`src/rtl/ahb_req_pkg.sv`:
```
// Shared types and constants for the per-master AHB bus-request front end.
package ahb_req_pkg;

    typedef enum logic [1:0] {
        IDLE   = 2'b00,
        BUSY   = 2'b01,
        NONSEQ = 2'b10,
        SEQ    = 2'b11
    } htrans_t;

    // Prefixed so the state names do not collide with the HTRANS encodings.
    typedef enum logic [1:0] {
        S_IDLE,
        S_REQ,
        S_ADDR,
        S_DATA
    } req_state_t;

    localparam int MAX_BEATS = 16;

    function automatic logic [4:0] decode_beats(input logic [3:0] enc);
        return (enc == 4'd0) ? 5'(MAX_BEATS) : {1'b0, enc};
    endfunction

endpackage

```
`src/rtl/ahb_master_req_ctrl.sv`:
```
// Per-master request front end: HBUSREQ/HLOCK generation and HTRANS sequencing.
// Optional grant-wait timeout is built when AHB_REQ_TIMEOUT_EN is defined.
module ahb_master_req_ctrl
    import ahb_req_pkg::*;
#(
    parameter int unsigned MASTER_ID = 0,
    parameter int unsigned TIMEOUT   = 64
) (
    input  logic       HCLK,
    input  logic       HRESET,
    input  logic       cmd_valid,
    output logic       cmd_ready,
    input  logic [3:0] cmd_beats,
    input  logic       cmd_lock,
    output logic       HBUSREQ,
    output logic       HLOCK,
    input  logic       HGRANT,
    input  logic       HREADY,
    input  logic [3:0] HMASTER,
    output logic [1:0] HTRANS,
    output logic       beat_done,
    output logic       burst_done,
    output logic       protocol_err,
    output logic       timeout
);

    localparam logic [3:0] LP_MASTER = 4'(MASTER_ID);

    if (MASTER_ID > 15 || TIMEOUT == 0) begin : g_param_check
        $error("ahb_master_req_ctrl: MASTER_ID must be 0..15 and TIMEOUT nonzero");
    end

    req_state_t r_state, w_state_nxt;
    logic [4:0] r_remaining, w_remaining_nxt;
    logic [4:0] w_remaining_dec;
    logic       r_lock, w_lock_nxt;
    logic       r_first, w_first_nxt;
    logic       r_beat_done, w_beat_done_nxt;
    logic       r_burst_done, w_burst_done_nxt;
    logic       r_protocol_err, w_protocol_err_nxt;
    logic       r_timeout, w_timeout_nxt;
    logic       w_wait_expired;
    logic       w_owning;
    htrans_t    w_htrans;

`ifdef AHB_REQ_TIMEOUT_EN
    localparam int unsigned LP_TO_W = $clog2(TIMEOUT + 1);
    logic [LP_TO_W-1:0] r_wait_cnt;

    assign w_wait_expired = (r_state == S_REQ) && (r_wait_cnt == LP_TO_W'(TIMEOUT - 1));

    // Counts consecutive REQ cycles; cleared on any exit, including ADDR->REQ re-arbitration.
    always_ff @(posedge HCLK) begin
        if (HRESET || (r_state != S_REQ) || (w_state_nxt != S_REQ)) begin
            r_wait_cnt <= '0;
        end else begin
            r_wait_cnt <= r_wait_cnt + 1'b1;
        end
    end
`else
    assign w_wait_expired = 1'b0;
`endif

    assign w_remaining_dec = r_remaining - 5'd1;

    // NOTE: every combinational output gets a default before the case so no latch is inferred.
    always_comb begin
        w_state_nxt        = r_state;
        w_remaining_nxt    = r_remaining;
        w_lock_nxt         = r_lock;
        w_first_nxt        = r_first;
        w_beat_done_nxt    = 1'b0;
        w_burst_done_nxt   = 1'b0;
        w_protocol_err_nxt = 1'b0;
        w_timeout_nxt      = 1'b0;
        case (r_state)
            S_IDLE: begin
                if (cmd_valid) begin
                    w_remaining_nxt = decode_beats(cmd_beats);
                    w_lock_nxt      = cmd_lock;
                    w_first_nxt     = 1'b1;
                    w_state_nxt     = S_REQ;
                end
            end
            S_REQ: begin
                if (HGRANT && HREADY) begin
                    w_state_nxt = S_ADDR;
                end else if (w_wait_expired) begin
                    w_state_nxt     = S_IDLE;
                    w_remaining_nxt = 5'd0;
                    w_lock_nxt      = 1'b0;
                    w_timeout_nxt   = 1'b1;
                end
            end
            S_ADDR: begin
                if (HREADY) begin
                    w_beat_done_nxt    = 1'b1;
                    w_protocol_err_nxt = (HMASTER != LP_MASTER);
                    w_remaining_nxt    = w_remaining_dec;
                    w_first_nxt        = 1'b0;
                    if (w_remaining_dec == 5'd0) begin
                        w_state_nxt = S_DATA;
                    end else if (!HGRANT) begin
                        // Lost the bus mid-burst: the resumed beat must restart with NONSEQ.
                        w_state_nxt = S_REQ;
                        w_first_nxt = 1'b1;
                    end
                end
            end
            S_DATA: begin
                if (HREADY) begin
                    w_burst_done_nxt = 1'b1;
                    w_lock_nxt       = 1'b0;
                    w_state_nxt      = S_IDLE;
                end
            end
            default: begin
                w_state_nxt = S_IDLE;
            end
        endcase
    end

    // NOTE: sequential state uses non-blocking assignments so all registers update together.
    always_ff @(posedge HCLK) begin
        if (HRESET) begin
            r_state        <= S_IDLE;
            r_remaining    <= 5'd0;
            r_lock         <= 1'b0;
            r_first        <= 1'b0;
            r_beat_done    <= 1'b0;
            r_burst_done   <= 1'b0;
            r_protocol_err <= 1'b0;
            r_timeout      <= 1'b0;
        end else begin
            r_state        <= w_state_nxt;
            r_remaining    <= w_remaining_nxt;
            r_lock         <= w_lock_nxt;
            r_first        <= w_first_nxt;
            r_beat_done    <= w_beat_done_nxt;
            r_burst_done   <= w_burst_done_nxt;
            r_protocol_err <= w_protocol_err_nxt;
            r_timeout      <= w_timeout_nxt;
        end
    end

    assign w_owning = (r_state == S_REQ) || (r_state == S_ADDR);
    assign w_htrans = (r_state == S_ADDR) ? (r_first ? NONSEQ : SEQ) : IDLE;

    assign cmd_ready    = (r_state == S_IDLE);
    assign HBUSREQ      = w_owning;
    assign HLOCK        = w_owning && r_lock;
    assign HTRANS       = w_htrans;
    assign beat_done    = r_beat_done;
    assign burst_done   = r_burst_done;
    assign protocol_err = r_protocol_err;
    assign timeout      = r_timeout;

endmodule

```
`config.mk`:
```
export PLATFORM = sky130hd
export DESIGN_NAME = ahb_master_req_ctrl
export DESIGN_NICKNAME = d
export VERILOG_FILES = /design/src/rtl/ahb_req_pkg.sv /design/src/rtl/ahb_master_req_ctrl.sv
export SDC_FILE = /design/constraint.sdc
export NUM_CORES = 1
export LEC_CHECK = 0
export ABC_AREA = 1
export BUFFER_PORTS_ARGS = -buffer_cell sky130_fd_sc_hd__buf_2
export CELL_PAD_IN_SITES_DETAIL_PLACEMENT = 1
export CELL_PAD_IN_SITES_GLOBAL_PLACEMENT = 1
export CORE_ASPECT_RATIO = 0.8
export CORE_MARGIN = 2
export CORE_UTILIZATION = 37
export DETAILED_ROUTE_END_ITERATION = 7
export GPL_ROUTABILITY_DRIVEN = 0
export GPL_TIMING_DRIVEN = 0
export PLACE_DENSITY = 0.92
export SLEW_MARGIN = 20
export SYNTH_ARGS = -nofsm -noshare
export SYNTH_HDL_FRONTEND = slang
export SYNTH_SLANG_ARGS = --single-unit
```
`constraint.sdc`:
```
create_clock -name HCLK -period 2.65 [get_ports HCLK]
set_clock_uncertainty 0.1 [all_clocks]
set_input_delay 0.53 -clock HCLK [delete_from_list [all_inputs] [get_ports HCLK]]
set_output_delay 0.53 -clock HCLK [all_outputs]
set_load 0.01 [all_outputs]
```
# --- Word-level counts from Yosys, hierarchy flattened ---
# Index checks and enable logic that the tools add are counted.
classes:
  add_sub_neg: 1
  eq_ne: 8
  n_mux: 22
  bitwise_logic: 3
  n_reduce_logical: 15
op_table:
  columns: ["operator", "n"]
  rows:
  - ["$mux 5", 3]
  - ["$mux 2", 7]
  - ["$pmux 5 s2", 1]
  - ["$mux 1", 8]
  - ["$ne 2x2->1 const B", 4]
  - ["$pmux 2 s4", 1]
  - ["$reduce_and 3->1", 2]
  - ["$logic_not 5->1", 1]
  - ["$reduce_and 5->1", 1]
  - ["$sub 5x1->5 const B", 1]
  - ["$eq 2x2->1 const B", 2]
  - ["$logic_not 4->1", 1]
  - ["$pmux 1 s2", 2]
  - ["$reduce_bool 2->1", 2]
  - ["$reduce_bool 4->1", 1]
  - ["$reduce_or 2->1", 2]
  - ["$ne 3x3->1 const B", 1]
  - ["$not 1->1", 3]
  - ["$reduce_or 3->1", 1]
  - ["$eq 2x1->1 const B", 1]
  - ["$logic_and 1x1->1", 2]
  - ["$logic_not 2->1", 1]
  - ["$logic_or 1x1->1", 1]
totals:
  regBits: 12
  inputBits: 14
  out_inout_bits: 9

# --- Logic depth before layout (Yosys ltp) ---
# Gate-level depths: netlist of the first run.
depth:
  depth_word: 5
  ltp_mapped: 11
  mapped_depth_nobuf: 11

# --- Worst setup path after synthesis of the first run ---
# No wires, ideal clock.
synth_path:
  kind: "register to output"
  from: "register r_state[0]"
  to: "output HTRANS[0]"
  arrival_ns: 1.078
  setup_slack_ns: 0.942
  path_stages_with_launch: 6
  path_buffers: 1
  path_cell_list: "dfxtp_1 inv_1 ha_1 buf_6 inv_1 nor2_1"
synth_between:
  elab_chain_len: 2
synth_rtl:
  columns: ["item", "line_no", "text"]
  rows:
  - ["from (decl)", "ahb_master_req_ctrl.sv:33", "req_state_t r_state, w_state_nxt;"]
  - ["from (signal assigned)", "ahb_master_req_ctrl.sv:135", "r_state <= w_state_nxt;"]
  - ["$eq 2x2->1", "ahb_master_req_ctrl.sv:147", "assign w_htrans = (r_state == S_ADDR) ? (r_first ? NONSEQ : SEQ) : IDLE;"]
  - ["$mux 2", "ahb_master_req_ctrl.sv:147", null]
  - ["to (decl)", "ahb_master_req_ctrl.sv:20", "output logic [1:0] HTRANS,"]
# No other way between the ends.

# --- Worst setup path in the final report of the first run ---
# Ends and elaborated chain as after synthesis.

==> results.ini, run 1 <==
[status]
status=finished, final reports clean

[routing]
via_per_inst=5.054
wl_per_cell_um=12.66
wl_met3_um=80
final_antenna_net_count=0
drt-pass1-iter-count=4
drt_iter0_drc=13
wl_met2_um=1040
top_layer=met4
num_vias=844
totalWireLength_um=2115
drc=0
wl_met1_um=960

[synthesis]
synth_top_area_share_pct=29.31
synth_compound_area_share_pct=14.50
synth.area.mux_share_pct=0
synthFlopType=dfxtp_1
synth-async-reset-ratio_pct=0
synth_edf_count=0
syn_inst=118
yosysTopAreaCell=dfxtp_1
yosys_warnings=0
syn_area_um2=819.5
syn-mean-instance-area_um2=6.945
yosys.area_share.xor_xnor_pct=0
synth_top_family_by_area=simple AND/OR/NAND/NOR gates
synth_area_leaders=dfxtp_1, ha_1, nand2_1
ys_seq_area_share_pct=29.31
yosys.area_share.adder_pct=9.160
yosys.area_share.simple_pct=35.11
synth.distinct_cells=24
ys_ff_latch=12
synth_most_common_cell=nand2_1
syn-num-nets=138
yosys-top-cells-count=nand2_1, inv_1, dfxtp_1

[layout]
drive_gt1_share_pct=31.69
syn_to_final_growth_pct=19.39
fin_area_um2=978.4
fillers=295
insertedDiodeCount=0
nets=164

[die]
row_count=15
initial_core_util_pct=38.64
die_h_um=46.10
die_x_um=56.62
die_area_mm2=0.002610
core_area_mm2=0.002121
ios=23

[global_route]
grt_pass1_vias=853
antenna_found_initial=0
grt_pass1_wl_um=3581
grt_overflow_total=0
grt_max_degree=11
grt.total_usage_pct=18.00

[power]
powerDensity_mw_per_mm2=1040
ir_drop_mv=0.4524
leakagePower_nw=0.5228

[worst_setup_path]
critPathTopFamily=buffers and inverters
worstSetupStartpointType=register
slowest_delay_ns=0.43
crit_chain=inv_1 > ha_1 > buf_6 > inv_1 > nor2_1 > buf_2
cp.buffers_inverters=4
cp_common_cell=inv_1
cp.arrival_ns=1.59
crit_path_max_fanout=8
cp-end-kind=output pin
critPathKind=reg -> out
crit_slowest_cell=dfxtp_1
required_ns=2.02

[clock_tree]
clkTransAtPathRegs_ns=0.07
hold_buffers=0
cts_root_buf=clkbuf_4
clock_sinks=12
post_cts_buffers=0
cts_buffers=3
htreeDepth=1
post_cts_resize_count=0
cts_tree=done
clkLatencyLatePin_ns=0.27
cts_max_path_buffers=2

[place]
placed_area_um2=955.9
io_buffers=21
dp_hpwl_um=1768

[sta]
min_period_ns=2.220
slew_violations=0
setup_tns_ns=0
period_share_pct=83.77
fmax_mhz=450.5
hold_violations=0
timing.hold.ws_ns=0.3552
rsz0062_at_grt=no
finalSetupViolations=0

[run]
cap_viol_max_count=0

[worst_hold_path]
hp-class=in -> reg

-- final timing paths --
kind                                start  cells past startpoint  slack, ns                          end
setup / recovery  r_state[0]$_SDFFE_PP0P_                      6       0.43                    HTRANS[0]
hold / removal                 HMASTER[2]                      3       0.36      protocol_err$_SDFF_PP0_
setup reg to reg  r_state[0]$_SDFFE_PP0P_                      9       0.87  r_remaining[1]$_SDFFE_PP0P_
hold reg to reg       r_lock$_SDFFE_PP0P_                      2       0.41          r_lock$_SDFFE_PP0P_
-- flip-flops by register name (all words and copies together) (netlist names) --
| signal | cells |
|---|---|
| beat_done | 1 |
| r_lock | 1 |
| r_remaining | 5 |
| burst_done | 1 |
| r_state | 2 |
| r_first | 1 |
| protocol_err | 1 |
-- where the power goes --
group          leakage, nW  switching (mW)  internal, mW
clock               0.0138          0.0573        0.0525
combinational        0.410           0.391         0.223
sequential          0.0989          0.0552         0.238
total                0.523           0.504         0.514
-- final cells by class --
type	count	area (um2)	share of cell area, %
multi-input cells	84	485.5	49.62
plain buffers	2	18.77	1.918
well taps	25	31.28	3.197
flip-flops and latches	12	240.2	24.55
inverters	20	75.07	7.673
repair buffers	21	105.1	10.74
clock buffers	3	22.52	2.302
-- worst register-to-register path: cells and delay by family, from the launching register on --
| kind | cells | cell delay [ns] |
|---|---|---|
| DFF | 1 | 0.43 |
| and+or+nand+nor | 4 | 0.43 |
| buffers and inverters | 3 | 0.31 |
| adders and majority gates | 1 | 0.23 |
| AOI/OAI and AO/OA | 1 | 0.18 |
-- through the flow --
stage / cells / total power, mW / util [%] / worst slack [ns]
after floorplan: 118 / 0.7502 / - / 0.9424
after global placement: 164 / 0.8643 / 45.07 / 0.7791
after detailed placement: 164 / 0.9089 / 45.07 / 0.7371
after CTS: 167 / 1.021 / 46.14 / 0.4282
after global routing: 167 / 1.119 / 46.14 / 0.2834
final: 167 / 1.018 / 46.14 / 0.4301
-- metal layers --
layer | global-route usage (%) | vias up
met1 | 21.77 | 390
met5 | 0 | -
met2 | 33.02 | 22
met3 | 4.213 | 4
li1 | - | 428
met4 | 4.286 | 0
-- cell families after synthesis --
group	Yosys count
buf+inv	22
flops	12
fa+ha+maj	6
other cells	1
simple gates	57
compound gates	20
-- layout by cell type, fill, tap and decap left out --
cell	instances
a211oi_1	1
a21boi_0	1
a21oi_1	6
a21oi_2	1
a31o_2	1
a31oi_1	2
buf_2	21
buf_4	1
buf_6	1
clkbuf_4	3
conb_1	1
dfxtp_1	12
ha_1	6
inv_1	19
inv_2	1
nand2_1	20
nand2_2	7
nand3_1	8
nand3_2	4
nor2_1	10
nor2_2	4
nor2_4	1
nor3_1	3
o21ai_0	6
o21ai_1	1
o41ai_1	1
Note: power is estimated with default switching activity, not from simulation.
==> run 2: changes to the inputs <==
--- a/config.mk
+++ b/config.mk
@@ -11,11 +11,11 @@
 export CELL_PAD_IN_SITES_GLOBAL_PLACEMENT = 1
 export CORE_ASPECT_RATIO = 0.8
 export CORE_MARGIN = 2
-export CORE_UTILIZATION = 37
+export CORE_UTILIZATION = 31
 export DETAILED_ROUTE_END_ITERATION = 7
 export GPL_ROUTABILITY_DRIVEN = 0
 export GPL_TIMING_DRIVEN = 0
-export PLACE_DENSITY = 0.92
+export PLACE_DENSITY = 0.83
 export SLEW_MARGIN = 20
 export SYNTH_ARGS = -nofsm -noshare
 export SYNTH_HDL_FRONTEND = slang
==> constraint.sdc (replaced) <==
create_clock -name HCLK -period 1.9 [get_ports HCLK]
set_clock_uncertainty 0.1 [all_clocks]
set_input_delay 0.38 -clock HCLK [delete_from_list [all_inputs] [get_ports HCLK]]
set_output_delay 0.38 -clock HCLK [all_outputs]
set_load 0.01 [all_outputs]
==> run 2 against run 1 <==
- count of clock-buffer cells in the layout increased by 1
- largest cell class unchanged
- critical endpoint unchanged
- combinational power increased by 51%
- wire length increased by 11%
- highest routed layer unchanged
- critical path depth unchanged
==> results.ini, run 2 (synthesis results as in run 1) <==
[global_route]
grt.total_usage_pct=16.80
grt_max_degree=11
grt_overflow_total=0
grt_pass1_vias=820
grt_pass1_wl_um=3767
antenna_found_initial=0

[clock_tree]
cts_tree=done
clkTransAtPathRegs_ns=0.08
hold_buffers=0
cts_buffers=3
clkLatencyLatePin_ns=0.29
cts_max_path_buffers=2
clock_sinks=12
cts_root_buf=clkbuf_4
htreeDepth=1

[worst_setup_path]
critPathKind=reg -> out
rr_worst_depth=8
slowest_delay_ns=0.35
worstSetupStartpointType=register
crit_slowest_cell=dfxtp_2
required_ns=1.42
cp-end-kind=output pin
crit_chain=inv_2 > ha_2 > buf_6 > clkinvlp_4 > nor2_1 > buf_2
cp.arrival_ns=1.36
crit_path_max_fanout=7

[layout]
drive_gt1_share_pct=37.84
final_common_cell=buf_2
largest_reg_flops=5
regMostFlops=r_remaining
final_cell_mix=buf_2, nand2_1, inv_1
nets=169
insertedDiodeCount=0
reg.largest.list=r_remaining (5), r_state (2)
fin_util_pct=42.39
syn_to_final_growth_pct=28.40

[power]
powerDensity_mw_per_mm2=1476
intPower_mw=0.8113
clkPwrFrac_pct=13.7
power_mw=1.554
p_sw_mw=0.7423
pwr-share-comb_pct=59.8
ir_drop_mv=0.6457
power.share.sequential_pct=26.5
switching_share_pct=47.78
leakagePower_nw=0.5534

[worst_hold_path]
hp-class=in -> reg
holdPathStages=3

[routing]
drt-pass1-iter-count=4
drc=0
wl_per_cell_um=12.74
final_antenna_net_count=0
totalWireLength_um=2344
via_per_inst=4.652
drt_iter0_drc=19
num_vias=856

[sta]
finalSetupViolations=0
fmax_mhz=543.7
setup_tns_ns=0
period_share_pct=96.80
slew_violations=0
min_period_ns=1.839
fin_ws_ns=0.06078
hold_violations=0
rsz0062_at_grt=yes

[die]
die_x_um=61.49
row_count=16
die_h_um=49.99
ios=23
initial_core_util_pct=33.01
core_area_mm2=0.002482
die_area_mm2=0.003074

[status]
status=finished, final reports clean

[run]
cap_viol_max_count=0

[place]
io_buffers=21
dp_slack_ns=0.1027
dp_hpwl_um=1882

-- run 2: layout make-up --
| cell class | instances | area [um2] |
|---|---|---|
| fillers | 352 | 1430 |
| inverters | 20 | 78.83 |
| clock buffers | 4 | 36.28 |
| flip-flops and latches | 12 | 242.7 |
| well taps | 36 | 45.04 |
| repair buffers | 26 | 142.6 |
| plain buffers | 2 | 18.77 |
| multi-input cells | 84 | 488.0 |
-- run 2: power groups by stage --
| stage | clock network, mW | logic [mW] | registers, mW |
|---|---|---|---|
| after floorplan | 0 | 0.653 | 0.393 |
| after global placement | 0 | 0.811 | 0.406 |
| after detailed placement | 0 | 0.860 | 0.414 |
| after CTS | 0.217 | 0.888 | 0.410 |
| after global routing | 0.228 | 1.06 | 0.426 |
| final | 0.213 | 0.929 | 0.412 |
-- run 2: metal layers --
| layer | up-vias | wire length (um) | part of all wire [%] | track usage [%] |
|---|---|---|---|---|
| li1 | 436 | - | - | - |
| met1 | 397 | 1094 | 47 | 22.52 |
| met2 | 21 | 1089 | 46 | 26.14 |
| met3 | 2 | 144 | 6.1 | 5.512 |
| met4 | 0 | 16 | 0.68 | 3.191 |
| met5 | - | 0 | 0 | 0 |
-- run 2: worst max-delay path: cells and delay by family (launching register included) --
kind,cells,cell delay (ns)
fa+ha+maj,1,0.20
buf+inv,4,0.44
flops,1,0.35
simple gates,1,0.08
-- run 2: what timing repair did --
| action | 4_1_cts | 5_1_grt |
|---|---|---|
| resized for setup | 3 | 2 |
| setup endpoints to repair | 1 | 2 |
| buffers inserted | 1 | 4 |
-- run 2: worst paths after layout --
check | from | endpoint | slack, ns
worst max-delay path | r_state[0]$_SDFFE_PP0P_ | HTRANS[0] | 0.06
worst min-delay path | HMASTER[3] | protocol_err$_SDFF_PP0_ | 0.19
worst max register to register | r_state[0]$_SDFFE_PP0P_ | r_first$_SDFFE_PP0P_ | 0.12
worst min register to register | r_state[0]$_SDFFE_PP0P_ | r_state[1]$_SDFFE_PP0P_ | 0.41
-- run 2: per-stage QoR --
step / area [um2] / hold WS [ns] / std cells
finish: 1052 / 0.1882 / 184
floorplan: 819.5 / 0.3479 / 118
global route: 1052 / 0.2119 / 184
global placement: 969.7 / 0.3941 / 175
CTS: 1021 / 0.1850 / 180
detailed placement: 969.7 / 0.3898 / 175
==> run 3: changes to the inputs <==
--- a/config.mk
+++ b/config.mk
@@ -6,13 +6,13 @@
 export NUM_CORES = 1
 export LEC_CHECK = 0
 export ABC_AREA = 1
-export BUFFER_PORTS_ARGS = -buffer_cell sky130_fd_sc_hd__buf_2
 export CELL_PAD_IN_SITES_DETAIL_PLACEMENT = 1
 export CELL_PAD_IN_SITES_GLOBAL_PLACEMENT = 1
 export CORE_ASPECT_RATIO = 0.8
 export CORE_MARGIN = 2
-export CORE_UTILIZATION = 31
+export CORE_UTILIZATION = 38
 export DETAILED_ROUTE_END_ITERATION = 7
+export DONT_BUFFER_PORTS = 1
 export GPL_ROUTABILITY_DRIVEN = 0
 export GPL_TIMING_DRIVEN = 0
 export PLACE_DENSITY = 0.83
==> run 3 against run 2 <==
- final cell count fell by 18%
- sequential share of layout area is 3.2 points higher
- maximum frequency increased by 2.4%
- worst hold slack worse by 0.12 ns
- largest cell class unchanged
- critical path depth shrank 1
==> results.ini, run 3 (synthesis results as in run 1) <==
[power]
leakagePower_nw=0.4474
powerDensity_mw_per_mm2=1620
ir_drop_mv=0.6506
power_mw=1.492

[clock_tree]
clkTransAtPathRegs_ns=0.07
clkLatencyLatePin_ns=0.27
clock_sinks=12
htreeDepth=1
cts_tree=done
cts_buffers=3
cts_root_buf=clkbuf_4
cts_max_path_buffers=2
hold_buffers=0

[sta]
finalSetupViolations=0
period_share_pct=94.50
hold_violations=0
min_period_ns=1.795
rsz0062_at_grt=no
slew_violations=0
fmax_mhz=557.0
setup_tns_ns=0

[routing]
drt_iter0_drc=4
wl_per_cell_um=13.98
drc=0
num_vias=757
totalWireLength_um=2097
final_antenna_net_count=0
via_per_inst=5.047
drt-pass1-iter-count=4

[worst_setup_path]
worstSetupStartpointType=register
crit_path_max_fanout=8
cp.buffers_inverters=3
cp-end-kind=output pin
crit_slowest_cell=dfxtp_2
required_ns=1.42
critPathKind=reg -> out
cp.arrival_ns=1.32
crit_chain=inv_1 > ha_2 > buf_6 > clkinvlp_4 > nor2_4
critPathTopFamily=flip-flops
slowest_delay_ns=0.35

[global_route]
grt_pass1_wl_um=3318
antenna_found_initial=0
grt_pass1_vias=755
grt_overflow_total=0
grt_max_degree=11
grt.total_usage_pct=17.26

[layout]
final_cell_mix=nand2_1, inv_1, dfxtp_1
multiInputGateArea_um2=498.0
drive_gt1_share_pct=26.40
regMostFlops=r_remaining
reg.largest.list=r_remaining (5), r_state (2)
largest_reg_flops=5
regArea_um2=241.5
syn_to_final_growth_pct=12.37
insertedDiodeCount=0
nets=147
final_common_cell=nand2_1
fillers=279

[status]
status=finished, final reports clean

[die]
row_count=15
core_area_mm2=0.002102
die_h_um=45.54
die_area_mm2=0.002546
ios=23
die_x_um=55.92
initial_core_util_pct=38.99

[place]
io_buffers=0
dp_hpwl_um=1647

[worst_hold_path]
hp-class=in -> reg

[run]
cap_viol_max_count=0

==> run 3: area by class of cell <==
class,instances,share of cell area [%]
Inverter,20,8.560
Buffer,2,2.038
Tap cell,25,3.397
Sequential cell,12,26.22
Clock buffer,3,2.446
Multi-Input combinational cell,84,54.08
Timing Repair Buffer,4,3.261
==> run 3: what timing repair did <==
item | 4_1_cts | 5_1_grt
pin swaps | 0 | 1
setup endpoints to repair | 2 | 6
setup buffers | 1 | 3
endpoints found under the hold margin | 0 | 0
resized for setup | 4 | 2
==> run 3: stage by stage <==
step / utilization [%] / hold slack [ns] / worst slack (ns) / cells / cell area (um2)
after floorplan: - / 0.3479 / 0.2844 / 118 / 819.5
after global placement: 40.48 / 0.3519 / 0.1332 / 143 / 850.8
after detailed placement: 40.48 / 0.3575 / 0.01049 / 143 / 850.8
after CTS: 42.56 / 0.06599 / 0.03052 / 147 / 894.6
after global routing: 43.81 / 0.05987 / 0.004938 / 150 / 920.9
final: 43.81 / 0.06903 / 0.1046 / 150 / 920.9
==> run 3: final timing paths <==
kind | from | endpoint | slack, ns | depth (start not counted)
worst max-delay path | r_state[0]$_SDFFE_PP0P_ | HTRANS[0] | 0.10 | 5
worst min-delay path | HRESET | r_lock$_SDFFE_PP0P_ | 0.07 | 1
worst max register to register | r_state[1]$_SDFFE_PP0P_ | r_remaining[0]$_SDFFE_PP0P_ | 0.17 | 8
worst min register to register | r_state[0]$_SDFFE_PP0P_ | r_state[1]$_SDFFE_PP0P_ | 0.41 | 2
==> run 3: where the power goes <==
part	total, mW	internal, mW	switching (mW)
Clock	0.157	0.0734	0.0838
Combinational	0.917	0.348	0.569
Sequential	0.418	0.334	0.0840
Total	1.49	0.755	0.737
==> run 3: per-layer routing <==
metal	GRT usage, %	up-vias	routed length (um)	share of wire, %
li1	-	391	-	-
met1	20.51	351	948	45
met2	31.90	15	1056	50
met3	6.250	0	92	4.4
met4	1.429	0	0	0
met5	0	-	0	0
==> run 3: worst reg2reg max path, cell delays in order (launching register included) <==
cell and delay, ns:
dfxtp_1 0.36, inv_1 0.11, ha_1 0.28, nand2_1 0.14, nand2_1 0.10, nor2_4 0.18
buf_4 0.17, o21ai_0 0.08, a31oi_1 0.14
